**config.mk**
```make
export PLATFORM = sky130hd
export DESIGN_NAME = delay_line_ctrl
export DESIGN_NICKNAME = d
export VERILOG_FILES = /design/src/rtl/dlc_pkg.sv /design/src/rtl/dlc_sync2.sv /design/src/rtl/delay_line_ctrl.sv
export SDC_FILE = /design/constraint.sdc
export NUM_CORES = 1
export LEC_CHECK = 0
export ABC_CLOCK_PERIOD_IN_PS = 7100
export CORE_MARGIN = 2
export CORE_UTILIZATION = 50
export CTS_BUF_LIST = sky130_fd_sc_hd__clkbuf_16
export CTS_CLUSTER_SIZE = 12
export DETAILED_ROUTE_END_ITERATION = 7
export PLACE_DENSITY_LB_ADDON = 0.12
export SLEW_MARGIN = 5
export SYNTH_ARGS = -nofsm -noshare
export SYNTH_HDL_FRONTEND = slang
export SYNTH_SLANG_ARGS = --single-unit
```
**constraint.sdc**
```tcl
create_clock -name clk -period 7.1 [get_ports clk]
set_clock_uncertainty 0.15 [all_clocks]
set_input_delay 0.71 -clock clk [delete_from_list [all_inputs] [get_ports clk]]
set_output_delay 0.71 -clock clk [all_outputs]
set_load 0.02 [all_outputs]
```
**src/rtl/dlc_pkg.sv**
```systemverilog
// Shared types and helpers for the delay-line controller: FSM states,
// per-stage tap decode and the counter saturation constant.
package dlc_pkg;

   typedef enum logic [2:0] {
      IDLE,
      SETTLE,
      LAUNCH,
      WAIT,
      DRAIN,
      DONE
   } dlc_state_e;

   typedef struct packed {
      logic on;
      logic lb;
   } dlc_ctl_t;

   // All-ones reference; each instance slices it down to its counter width.
   localparam logic [31:0] DLC_CNT_SAT_ALL = '1;

   // Controls of one stage for loop-back tap k: forward below k-1, loop back at k-1.
   function automatic dlc_ctl_t dlc_tap_decode(input int unsigned stage,
                                               input int unsigned tap);
      dlc_ctl_t ctl;
      ctl.on = (stage + 1 < tap);
      ctl.lb = (stage + 1 == tap);
      return ctl;
   endfunction

endpackage

```
**src/rtl/dlc_sync2.sv**
```systemverilog
// Two-flop synchroniser for the asynchronous return path of the delay chain.
module dlc_sync2 (
   input  logic clk_i,
   input  logic rst_ni,
   input  logic d_i,
   output logic q_o
);

   logic [1:0] sync_q;

   always_ff @(posedge clk_i or negedge rst_ni) begin
      if (!rst_ni) begin
         sync_q <= '0;
      end else begin
         sync_q <= {sync_q[0], d_i};
      end
   end

   assign q_o = sync_q[1];

endmodule

```
**src/rtl/delay_line_ctrl.sv**
```systemverilog
// Delay-line controller: sets per-stage on/lb controls, launches a start pulse
// and times its return. Define DLC_AVG_EN to accumulate 2**AVG_LOG2 passes.
module delay_line_ctrl
   import dlc_pkg::*;
#(
   parameter int unsigned NUM_STAGES = 64,
   parameter int unsigned SEL_W      = 7,
   parameter int unsigned CNT_W      = 16,
   parameter int unsigned SETTLE_CYC = 8,
   parameter int unsigned TIMEOUT    = 1023,
   parameter int unsigned AVG_LOG2   = 4
) (
   input  logic                  clk,
   input  logic                  rst_n,
   input  logic                  cmd_valid,
   output logic                  cmd_ready,
   input  logic [SEL_W-1:0]      cmd_tap,
   output logic [NUM_STAGES-1:0] stage_on,
   output logic [NUM_STAGES-1:0] stage_lb,
   output logic                  start_pulse,
   input  logic                  return_in,
   output logic                  res_valid,
   input  logic                  res_ready,
   output logic [CNT_W-1:0]      res_cycles,
   output logic                  res_timeout,
   output logic                  res_badtap
);

`ifdef DLC_AVG_EN
   localparam int unsigned NPASS = 1 << AVG_LOG2;
`else
   localparam int unsigned NPASS = 1;
`endif
   localparam int unsigned         PASS_W    = AVG_LOG2 + 1;
   localparam logic [PASS_W-1:0]   LAST_PASS = PASS_W'(NPASS - 1);
   localparam logic [CNT_W-1:0]    CNT_SAT   = DLC_CNT_SAT_ALL[CNT_W-1:0];
   localparam logic [CNT_W-1:0]    TMO       = CNT_W'(TIMEOUT);
   localparam logic [CNT_W-1:0]    SET_C     = CNT_W'(SETTLE_CYC);

   dlc_state_e              state_q;
   logic                    cmd_ready_q;
   logic                    start_q;
   logic                    res_valid_q;
   logic                    timeout_q;
   logic                    badtap_q;
   logic [NUM_STAGES-1:0]   on_q;
   logic [NUM_STAGES-1:0]   lb_q;
   logic [CNT_W-1:0]        cnt_q;
   logic [CNT_W-1:0]        tmr_q;
   logic [CNT_W-1:0]        res_q;
   logic [PASS_W-1:0]       pass_q;
   logic                    ret_prev_q;

   logic                    ret_s;
   logic                    ret_rise;
   logic                    tap_good;
   logic [CNT_W-1:0]        cnt_d;
   logic [CNT_W-1:0]        tmr_d;
   logic [CNT_W-1:0]        res_d;
   logic [CNT_W:0]          res_wide;
   logic [NUM_STAGES-1:0]   on_dec;
   logic [NUM_STAGES-1:0]   lb_dec;
   dlc_ctl_t                ctl;

   dlc_sync2 u_sync (
      .clk_i  (clk),
      .rst_ni (rst_n),
      .d_i    (return_in),
      .q_o    (ret_s)
   );

   assign ret_rise = ret_s & ~ret_prev_q;
   assign tap_good = (cmd_tap != '0) && (32'(cmd_tap) <= NUM_STAGES);
   assign cnt_d    = (cnt_q == CNT_SAT) ? cnt_q : cnt_q + CNT_W'(1);
   assign tmr_d    = tmr_q + CNT_W'(1);
   // cnt_d counts the current WAIT cycle too, so a result is the inclusive cycle count.
   assign res_wide = {1'b0, res_q} + {1'b0, cnt_d};
   assign res_d    = res_wide[CNT_W] ? CNT_SAT : res_wide[CNT_W-1:0];

   always_comb begin
      on_dec = '0;
      lb_dec = '0;
      ctl    = '0;
      for (int unsigned i = 0; i < NUM_STAGES; i++) begin
         ctl       = dlc_tap_decode(i, 32'(cmd_tap));
         on_dec[i] = ctl.on;
         lb_dec[i] = ctl.lb;
      end
   end

   always_ff @(posedge clk or negedge rst_n) begin
      if (!rst_n) begin
         ret_prev_q <= 1'b0;
      end else begin
         ret_prev_q <= ret_s;
      end
   end

   always_ff @(posedge clk or negedge rst_n) begin
      if (!rst_n) begin
         state_q     <= IDLE;
         cmd_ready_q <= 1'b1;
         start_q     <= 1'b0;
         res_valid_q <= 1'b0;
         timeout_q   <= 1'b0;
         badtap_q    <= 1'b0;
         on_q        <= '0;
         lb_q        <= '0;
         cnt_q       <= '0;
         tmr_q       <= '0;
         res_q       <= '0;
         pass_q      <= '0;
      end else begin
         case (state_q)
            IDLE: begin
               if (cmd_valid && cmd_ready_q) begin
                  cmd_ready_q <= 1'b0;
                  res_q       <= '0;
                  timeout_q   <= 1'b0;
                  tmr_q       <= '0;
                  pass_q      <= '0;
                  if (tap_good) begin
                     badtap_q <= 1'b0;
                     on_q     <= on_dec;
                     lb_q     <= lb_dec;
                     state_q  <= SETTLE;
                  end else begin
                     badtap_q    <= 1'b1;
                     res_valid_q <= 1'b1;
                     state_q     <= DONE;
                  end
               end
            end
            SETTLE: begin
               tmr_q <= tmr_d;
               if (tmr_d >= SET_C) begin
                  start_q <= 1'b1;
                  state_q <= LAUNCH;
               end
            end
            LAUNCH: begin
               start_q <= 1'b0;
               cnt_q   <= '0;
               state_q <= WAIT;
            end
            WAIT: begin
               cnt_q <= cnt_d;
               if (ret_rise) begin
                  res_q   <= res_d;
                  tmr_q   <= '0;
                  state_q <= DRAIN;
               end else if (cnt_d == TMO) begin
                  res_q     <= res_d;
                  timeout_q <= 1'b1;
                  tmr_q     <= '0;
                  state_q   <= DRAIN;
               end
            end
            DRAIN: begin
               if (!ret_s) begin
                  if (pass_q == LAST_PASS) begin
                     on_q        <= '0;
                     lb_q        <= '0;
                     res_valid_q <= 1'b1;
                     state_q     <= DONE;
                  end else begin
                     pass_q  <= pass_q + PASS_W'(1);
                     start_q <= 1'b1;
                     state_q <= LAUNCH;
                  end
               end else begin
                  tmr_q <= tmr_d;
                  if (tmr_d == TMO) begin
                     timeout_q   <= 1'b1;
                     on_q        <= '0;
                     lb_q        <= '0;
                     res_valid_q <= 1'b1;
                     state_q     <= DONE;
                  end
               end
            end
            DONE: begin
               if (res_ready) begin
                  res_valid_q <= 1'b0;
                  cmd_ready_q <= 1'b1;
                  state_q     <= IDLE;
               end
            end
            default: begin
               state_q <= IDLE;
            end
         endcase
      end
   end

   assign cmd_ready   = cmd_ready_q;
   assign stage_on    = on_q;
   assign stage_lb    = lb_q;
   assign start_pulse = start_q;
   assign res_valid   = res_valid_q;
   assign res_cycles  = res_q;
   assign res_timeout = timeout_q;
   assign res_badtap  = badtap_q;

endmodule

```
==> results of run 1 <==
critical path, delay by kind of cell, from the launching register on:
kind / cells / cell delay (ns)
AO/OA/AOI/OAI: 6 / 1.76
adder cells (fa/ha/maj): 3 / 1.02
AND/OR/NAND/NOR: 3 / 1.02
flip-flops: 1 / 0.52
XOR/XNOR: 1 / 0.20
buffers and inverters: 1 / 0.06
synth_stat cells, types with 3 or more instances:
library cell    n
o31ai_1        67
nand4_1        15
o22ai_1         3
xor2_1         11
o21a_1          5
buf_2          12
nand2_1       183
or3_1           6
and3_1          6
a22o_1         35
and4_1          5
nand3_1        40
nor4_1          7
nor2_1         67
ha_1           22
a21o_1         27
and2_1          9
inv_1          20
a31oi_1         8
a211oi_1       18
a21oi_1        40
o31ai_2         3
o21ai_0        65
nor3_1         34
a21boi_0        4
nor2b_1         5
mux2i_1         9
nand2b_1       13
a41oi_1         4
a221oi_1        3
clkbuf_1       62
xnor2_1        15
buf_1           7
dfrtp_1       191
o21ai_1         5
o41ai_1        16
or2_2           6
state kept, by name (all words and copies together) (netlist names):
name / flops
start_pulse: 1
cnt_q: 16
res_timeout: 1
ret_prev_q: 1
res_badtap: 1
stage_on: 64
res_valid: 1
res_cycles: 16
u_sync.sync_q: 2
stage_lb: 64
tmr_q: 16
cmd_ready: 1
pass_q: 5
state_q: 3
worst max-delay path by stage:
stage                     cells past startpoint  slack (ns)        endpoint  startpoint
after CTS                                    14        2.27   res_cycles[7]    cnt_q[0]
after global placement                        9        2.21    stage_lb[14]  cmd_tap[2]
after detailed placement                     10        2.05    stage_lb[20]  cmd_tap[2]
after floorplan                              16        3.01  res_cycles[10]    cnt_q[1]
final                                        14        2.25   res_cycles[7]    cnt_q[0]
after global routing                         14        1.96  res_cycles[13]    cnt_q[0]
per-stage QoR:
stage / hold WS, ns / cells / util / total power, W
floorplan: 0.181 / 1094 / - / 0.00262
global placement: 0.185 / 1440 / 0.597 / 0.00332
detailed placement: 0.192 / 1440 / 0.597 / 0.00334
CTS: 0.209 / 1471 / 0.629 / 0.00437
global route: 0.215 / 1471 / 0.629 / 0.00458
finish: 0.199 / 1471 / 0.629 / 0.00434
per-layer routing:
layer | vias to the layer above | share of wire | global-route usage
li1 | 4177 | - | -
met1 | 4275 | 0.44 | 0.350
met2 | 308 | 0.48 | 0.427
met3 | 48 | 0.054 | 0.0434
met4 | 0 | 0.025 | 0.0922
met5 | - | 0 | 0
power by group through the flow:
| stage | clock, W | combinational (W) | sequential (W) |
|---|---|---|---|
| 3_3_place_gp | 0 | 0.00172 | 0.00159 |
| 3_5_place_dp | 0 | 0.00175 | 0.00159 |
| 6_report | 0.00102 | 0.00174 | 0.00158 |
| 4_1_cts | 0.00104 | 0.00175 | 0.00158 |
| 2_1_floorplan | 0 | 0.000849 | 0.00177 |
| 5_1_grt | 0.00108 | 0.00190 | 0.00160 |
cells by family (layout without fill, tap and decap cells):
logic type	Yosys count	in the layout	share of synthesized area
and+or+nand+nor	415	415	0.197
AOI/OAI and AO/OA	322	322	0.223
DFF	192	192	0.477
buffers and inverters	106	218	0.0419
xor gates and xnor gates	26	26	0.0226
adders and majority gates	23	23	0.0293
muxes	10	10	0.0101
placed cells by master, fill, tap and decap left out, types with 15 or more instances in the layout:
cell type	instances
nand3_1	40
a211oi_1	18
xnor2_1	15
dfrtp_1	191
a21o_1	26
a22o_1	35
clkbuf_16	17
nand2_1	183
a21oi_1	40
nand4_1	15
ha_1	22
o31ai_1	67
clkdlybuf4s50_1	159
o21ai_0	65
nor2_1	67
o41ai_1	16
inv_1	20
nor3_1	34
cell type report:
| cell class | instances | area, sq um |
|---|---|---|
| Clock inverter | 14 | 200 |
| Tap cell | 265 | 332 |
| Fill cell | 1703 | 7290 |
| Inverter | 22 | 82.6 |
| Sequential cell | 192 | 4810 |
| Timing Repair Buffer | 165 | 1660 |
| Multi-Input combinational cell | 796 | 4860 |
| Clock buffer | 17 | 425 |
==> flow_summary_export.csv, run 1 <==
group,metric,value,unit
outcome,status,"completed",
logic_synthesis,synth_sequential_area_ratio,0.477,
global_route,grt.total_usage,0.260,
clocking,clk_latency,0.44,ns
run,cap_violations,0,
power_and_ir_drop,power.switching,0.00172,W
setup_path,r2r-end,"res_cycles[7]",
logic_synthesis,synth_area_per_cell,9.22,sq um
placement,gp_congestion,0.882,
power_and_ir_drop,ir_drop,0.000268,V
global_route,grt_pass1_vias,8389,
logic_synthesis,yosysWarnings,0,
setup_path,required,7.31,ns
floorplanning,die-width,146,microns
clocking,clockRootBuffer,"clkbuf_16",
cells_and_area,layout.nets,1229,
cells_and_area,num_antenna_cells,0,
clocking,post_cts_buffers,0,
route,firstDrtPassIters,5,
sta,tightest_slew,1.07,ns
setup_path,cp_max_fo,14,
route,via_per_inst,5.99,
sta,period_needed,4.85,ns
setup_path,reg2reg_slack,2.25,ns
placement,placed_area,11700,sq um
route,final_antenna_net_count,0,
logic_synthesis,synthTopCellsByArea,"dfrtp_1 (47%), nand2_1 (6.8%), o31ai_1 (5.0%)",
power_and_ir_drop,clkPwrFrac,0.235,
floorplanning,initial_core_util,0.513,
clocking,cts.repair.resized,0,
floorplanning,die_area,21300,sq um
setup_path,path_cells,"ha_1, nand4_4, or4_1, xor2_1, ha_1, inv_1, fa_1, o21ai_0, a221oi_1, o31ai_1, o41a_1, a31o_2, nor2_1, o21ai_0",
floorplanning,die-height,146,microns
logic_synthesis,netlist_area,10100,sq um
setup_path,endpoint_kind,"register",
power_and_ir_drop,combPwrFrac,0.402,
sta,tns,0,ns
floorplanning,core,19700,sq um
sta,fin_ws,2.25,ns
logic_synthesis,synth-main-ff-cell,"dfrtp_1",
global_route,grt_max_degree,115,
clocking,cts_tree,"built",
logic_synthesis,syn_inst,1094,
sta,report.final.setup_viol,0,
route,drt-initial-drc-count,697,
logic_synthesis,syn_nets,1129,
power_and_ir_drop,power.density,351,nW/um^2
sta,hold_viol_final,0,
route,wirelength,27.9,mm
sta,slew_headroom,0.282,
route,vias,8808,
global_route,grt.overflow.total,0,
placement,dp_slack,2.05,ns
logic_synthesis,synth.largest_area_cell,"dfrtp_1",
power_and_ir_drop,p_leak,5.30,nW
placement,numPortBuffers,160,
placement,hpwlAfterDp,19.0,mm
route,post_drt_wl_per_cell,18.9,microns
setup_path,arrival,5.06,ns
setup_path,start_kind,"register",
clocking,cts_sinks,192,
hold_path,hold_class,"primary input to async pin",
global_route,antenna_found_initial,0,
cells_and_area,fin_area,12400,sq um
setup_path,ff2ff_path_depth,14,
sta,fmax,0.206,GHz
power_and_ir_drop,p_int,0.00262,W
clocking,cts_buffer_depth,2,
floorplanning,io_pins,161,
setup_path,reg2reg_from,"cnt_q[0]",
power_and_ir_drop,pwr-share-seq,0.363,
setup_path,critPathSlowestCell,"or4_1",
sta,slew_violations,0,
clocking,ctsHoldBuffers,0,
logic_synthesis,yosysTopAreaCellShare,0.474,
logic_synthesis,async_flop_share,1.00,
cells_and_area,syn_to_final_growth,22.6,%
logic_synthesis,ys_types,73,
floorplanning,rows,51,
clocking,numCtsBuffers,17,
cells_and_area,drive_above_1_share,0.0506,
clocking,path_clk_slew,0.08,ns
clocking,htreeDepth,4,
sta,fin_crit_sh,0.683,
global_route,grt_first_pass_wirelength,44.6,mm
logic_synthesis,synth_edf_count,0,
sta,rsz0062_at_grt,"no",
setup_path,crit_type,"register to register",
route,drc,0,
power_and_ir_drop,switching_share,0.397,
logic_synthesis,ys_ff_latch,192,
setup_path,cp_slowest_stage_delay,0.75,ns
Power figures use the tool's default switching activity.
==> inputs of run 2 (changes only) <==
- ABC_CLOCK_PERIOD_IN_PS: 7100 -> 4070
- CORE_UTILIZATION: 50 -> 49
- clock period: 7.1 -> 4.07 ns (I/O delays scaled with it)
==> run 2 against run 1 <==
Effect of this change:
- clock-buffer cell count unchanged
- total power increased by 77%
- worst setup slack got worse by 2.0 ns
- routed wire length increased by 3.4%
- die area increased by 2.0%
- sequential power increased by 73%
- combinational power increased by 84%
- critical path type unchanged
- critical endpoint is now res_cycles[13]
- largest power group unchanged
==> flow_summary_export.csv, run 2 (synthesis results as in run 1) <==
group,metric,value,unit
floorplanning,core,20200,sq um
setup_path,cp_num_buf_inv,0,
global_route,antenna_found_initial,1,
floorplanning,die-height,147,microns
floorplanning,die-width,147,microns
global_route,grt_first_pass_wirelength,45.8,mm
sta,period_needed,3.86,ns
power_and_ir_drop,p_leak,5.56,nW
setup_path,cp_slowest_stage_delay,0.59,ns
sta,slew_headroom,0.409,
setup_path,required,4.23,ns
placement,gp_congestion,0.888,
route,vias,9029,
cells_and_area,fin_area,12800,sq um
run,cap_violations,0,
sta,report.final.setup_viol,0,
power_and_ir_drop,power.density,599,nW/um^2
route,drt-initial-drc-count,671,
placement,placed_area,12100,sq um
setup_path,crit_family,"compound AO/OA/AOI/OAI gates",
clocking,clockRootBuffer,"clkbuf_16",
clocking,cts_buffer_depth,2,
setup_path,crit_type,"register to register",
cells_and_area,final_cell_mix,"dfrtp_1 (191), nand2_1 (183), clkdlybuf4s50_1 (159)",
cells_and_area,syn_to_final_growth,27.1,%
setup_path,cp_max_fo,14,
route,final_antenna_net_count,0,
clocking,cts_sinks,192,
sta,fmax,0.259,GHz
clocking,path_clk_slew,0.07,ns
route,wirelength,28.8,mm
clocking,numCtsBuffers,17,
setup_path,start_kind,"register",
floorplanning,io_pins,161,
route,via_per_inst,5.90,
clocking,clk_latency,0.44,ns
clocking,htreeDepth,4,
floorplanning,die_area,21700,sq um
placement,numPortBuffers,160,
setup_path,path_cells,"ha_2, nand4_4, or4_1, nand2_1, xnor2_1, ha_1, a21oi_1, o21ai_1, a221oi_2, o31ai_2, o41a_1, a31o_4, nor4_1, a21oi_1",
sta,tns,0,ns
global_route,grt_pass1_vias,8505,
global_route,grt.overflow.total,0,
setup_path,crit_top_cell,"a21oi_1",
global_route,grt_max_degree,99,
setup_path,reg2reg_from,"cnt_q[1]",
setup_path,startpoint,"cnt_q[1]",
hold_path,hold_start,"u_sync.sync_q[0]",
cells_and_area,final_common_cell,"dfrtp_1",
placement,hpwlAfterDp,20.2,mm
route,post_drt_wl_per_cell,18.8,microns
cells_and_area,layout.nets,1282,
global_route,grt.total_usage,0.265,
power_and_ir_drop,ir_drop,0.000446,V
clocking,cts_tree,"built",
sta,tightest_slew,0.880,ns
route,firstDrtPassIters,5,
sta,fin_crit_sh,0.948,
sta,hold_viol_final,0,
setup_path,endpoint_kind,"register",
outcome,status,"completed",
setup_path,arrival,4.02,ns
route,drc,0,
cells_and_area,drive_above_1_share,0.0952,
floorplanning,initial_core_util,0.498,
sta,hold_slack,0.202,ns
sta,rsz0062_at_grt,"no",
hold_path,hold_class,"register to register",
sta,slew_violations,0,
setup_path,critPathSlowestCell,"or4_1",
floorplanning,rows,52,
run 2: cell types whose count changed in the layout (fill, tap and decap cells not counted), moves of 2 or more:
cell	before	now
clkinvlp_4	2	0
a211oi_1	18	16
inv_8	6	3
buf_4	4	56
inv_6	0	3
a211oi_2	1	3
run 2: power breakdown:
part           switching [W]  internal [W]  total, W
Sequential          0.000380       0.00235   0.00273
Clock               0.000860      0.000892   0.00175
Combinational        0.00183       0.00137   0.00320
run 2: layout make-up:
cell class,count,area [sq um]
multi-input cells,796,4910
flip-flops and latches,192,4810
well taps,270,338
diodes,1,2.50
repair buffers,218,2060
clock inverters,15,193
fillers,1748,7420
inverters,22,82.6
clock buffers,17,425
run 2: stage by stage:
| step | utilization | cells | setup slack, ns | power (W) |
|---|---|---|---|---|
| final | 0.633 | 1531 | 0.211 | 0.00768 |
| after global routing | 0.633 | 1530 | 0.00130 | 0.00809 |
| after CTS | 0.630 | 1529 | 0.0172 | 0.00770 |
| after detailed placement | 0.599 | 1496 | 0.0307 | 0.00594 |
| after global placement | 0.599 | 1496 | 0.148 | 0.00590 |
| after floorplan | - | 1094 | 0.0290 | 0.00458 |
run 2: worst reg2reg max path: stages, from the launching register on:
cell and delay, ns:
dfrtp_1 0.36, ha_2 0.21, nand4_4 0.11, or4_1 0.59
nand2_1 0.11, xnor2_1 0.17, ha_1 0.32, a21oi_1 0.18
o21ai_1 0.13, a221oi_2 0.31, o31ai_2 0.11, o41a_1 0.36
a31o_4 0.32, nor4_1 0.25, a21oi_1 0.06
run 2: worst paths after layout:
kind	endpoint	slack, ns	depth (start not counted)
worst max register to register	res_cycles[13]	0.21	14
worst max-delay path	res_cycles[13]	0.21	14
min in group asynchronous	res_cycles[3]	0.42	2
worst min-delay path	u_sync.sync_q[1]	0.20	0
worst min register to register	u_sync.sync_q[1]	0.20	0
max in group asynchronous	res_cycles[13]	2.21	3
run 2: metal layers:
metal	up-vias	share of wire	global-route usage
met1	4437	0.44	0.363
met5	-	0	0
met2	273	0.48	0.422
met3	43	0.061	0.0654
li1	4276	-	-
met4	0	0.020	0.0750
run 2: timing repair:
item | CTS | global route
gates resized for setup | 0 | 9
hold buffers | 1 | 0
endpoints found under the setup margin | 0 | 16
buffers inserted | 0 | 1
hold endpoints to repair | 95 | 0
==> inputs of run 3 (changes only) <==
- ABC_AREA: default -> 0
- REMOVE_ABC_BUFFERS: default -> 1
==> run 3 against run 2 <==
Effect of this change:
- maximum frequency down 0.16%
- hold slack gained 0.0013 ns
- combinational power barely moved
- first-iteration DRC count increased by 1.2%
- register-to-register slack barely moved
- clock-buffer cell count is the same
==> flow_summary_export.csv, run 3 (synthesis results as in run 1) <==
group,metric,value,unit
clocking,clockRootBuffer,"clkbuf_16",
cells_and_area,nFillCells,1727,
sta,period_needed,3.87,ns
setup_path,endpoint_kind,"register",
floorplanning,die_area,21700,sq um
clocking,post_cts_buffers,0,
setup_path,cp_max_fo,7,
setup_path,cp_slowest_stage_delay,0.59,ns
route,wirelength,28.7,mm
setup_path,required,4.22,ns
sta,slew_headroom,0.346,
sta,fin_ws,0.204,ns
clocking,cts_sinks,192,
setup_path,ff2ff_path_depth,15,
placement,dp_slack,0.0931,ns
setup_path,cp_num_buf_inv,2,
setup_path,startpoint,"cnt_q[0]",
clocking,cts_tree,"built",
run,cap_violations,0,
power_and_ir_drop,power,0.00760,W
cells_and_area,syn_to_final_growth,27.0,%
global_route,grt_pass1_vias,8644,
setup_path,r2r-end,"res_cycles[13]",
global_route,grt_first_pass_wirelength,46.7,mm
floorplanning,core,20200,sq um
placement,gp_congestion,0.881,
clocking,numCtsBuffers,17,
floorplanning,die-height,147,microns
route,final_antenna_net_count,0,
placement,numPortBuffers,160,
sta,slew_violations,0,
route,drt-initial-drc-count,679,
setup_path,reg2reg_slack,0.20,ns
route,via_per_inst,5.72,
global_route,grt.overflow.total,0,
sta,hold_slack,0.203,ns
placement,hpwlAfterDp,19.8,mm
sta,tightest_slew,0.981,ns
floorplanning,die-width,147,microns
sta,fin_crit_sh,0.950,
floorplanning,initial_core_util,0.498,
cells_and_area,final_common_cell,"dfrtp_1",
cells_and_area,layout.nets,1285,
sta,rsz0062_at_grt,"no",
clocking,htreeDepth,4,
route,drc,0,
hold_path,hold_class,"register to register",
floorplanning,io_pins,161,
outcome,status,"completed",
global_route,grt_max_degree,110,
route,firstDrtPassIters,5,
cells_and_area,final_core_util,0.633,
sta,fmax,0.259,GHz
floorplanning,rows,52,
route,post_drt_wl_per_cell,18.7,microns
route,vias,8765,
power_and_ir_drop,power.density,594,nW/um^2
clocking,path_clk_slew,0.08,ns
setup_path,crit_family,"compound AO/OA/AOI/OAI gates",
power_and_ir_drop,ir_drop,0.000386,V
cells_and_area,final_cell_mix,"dfrtp_1 (191), nand2_1 (183), clkdlybuf4s50_1 (159)",
clocking,clk_latency,0.44,ns
setup_path,crit_type,"register to register",
setup_path,cp-endpoint,"res_cycles[13]",
cells_and_area,drive_above_1_share,0.0966,
global_route,grt.total_usage,0.271,
setup_path,critPathSlowestCell,"or4_1",
power_and_ir_drop,p_leak,5.56,nW
placement,numPlacedInstances,1500,
setup_path,path_depth,15,
setup_path,arrival,4.02,ns
global_route,antenna_found_initial,0,
setup_path,path_cells,"ha_1, nand4_4, or4_1, buf_4, mux2i_4, inv_1, ha_1, a211oi_1, o21bai_1, a211oi_2, o31ai_1, a21oi_1, mux2i_1, nor4_2, a21oi_1",
cells_and_area,stdcell_count,1533,
clocking,cts_buffer_depth,2,
sta,report.final.setup_viol,0,
setup_path,start_kind,"register",
cells_and_area,num_antenna_cells,0,
sta,hold_viol_final,0,
setup_path,reg2reg_from,"cnt_q[0]",
[run 3: worst min-delay path by stage]
stage                     slack (ns)             start  cells past startpoint          endpoint
final                           0.20  u_sync.sync_q[0]                      0  u_sync.sync_q[1]
after global routing            0.22  u_sync.sync_q[0]                      0  u_sync.sync_q[1]
after global placement          0.19  u_sync.sync_q[0]                      0  u_sync.sync_q[1]
after floorplan                -0.04             rst_n                      0          cnt_q[0]
after CTS                       0.20  u_sync.sync_q[0]                      0  u_sync.sync_q[1]
after detailed placement        0.18  u_sync.sync_q[0]                      0  u_sync.sync_q[1]
[run 3: report_power, final]
part / leakage [nW] / internal, W / switching [W]
registers: 2.54 / 0.00235 / 0.000349
clock network: 0.286 / 0.000827 / 0.000857
logic: 2.74 / 0.00137 / 0.00185
[run 3: cell type report]
| cell class | count | area (sq um) | share of cell area |
|---|---|---|---|
| inverter | 22 | 82.6 | 0.00645 |
| sequential | 192 | 4810 | 0.375 |
| tap | 270 | 338 | 0.0264 |
| timing repair buffer | 221 | 2080 | 0.162 |
| clock buffer | 17 | 425 | 0.0332 |
| multi-input combinational | 796 | 4910 | 0.383 |
| clock inverter | 15 | 166 | 0.0130 |
[run 3: metrics by stage]
step                      TNS [ns]  instance area [sq um]
after global placement           0                  12200
final                            0                  12800
after global routing             0                  12800
after floorplan            -174.05                   9740
after CTS                        0                  12800
after detailed placement         0                  12200
[run 3: repair_timing]
item | in CTS | in global routing
gates resized for setup | 0 | 10
endpoints found under the hold margin | 81 | 0
hold buffers | 1 | 0
endpoints found under the setup margin | 0 | 16
[run 3: per-layer routing]
metal  vias up  wire (microns)  GRT usage
li1       4293               -          -
met1      4210           12700      0.372
met2       225           13500      0.425
met3        37            1970     0.0821
met4         0             398     0.0639
met5         -               0          0
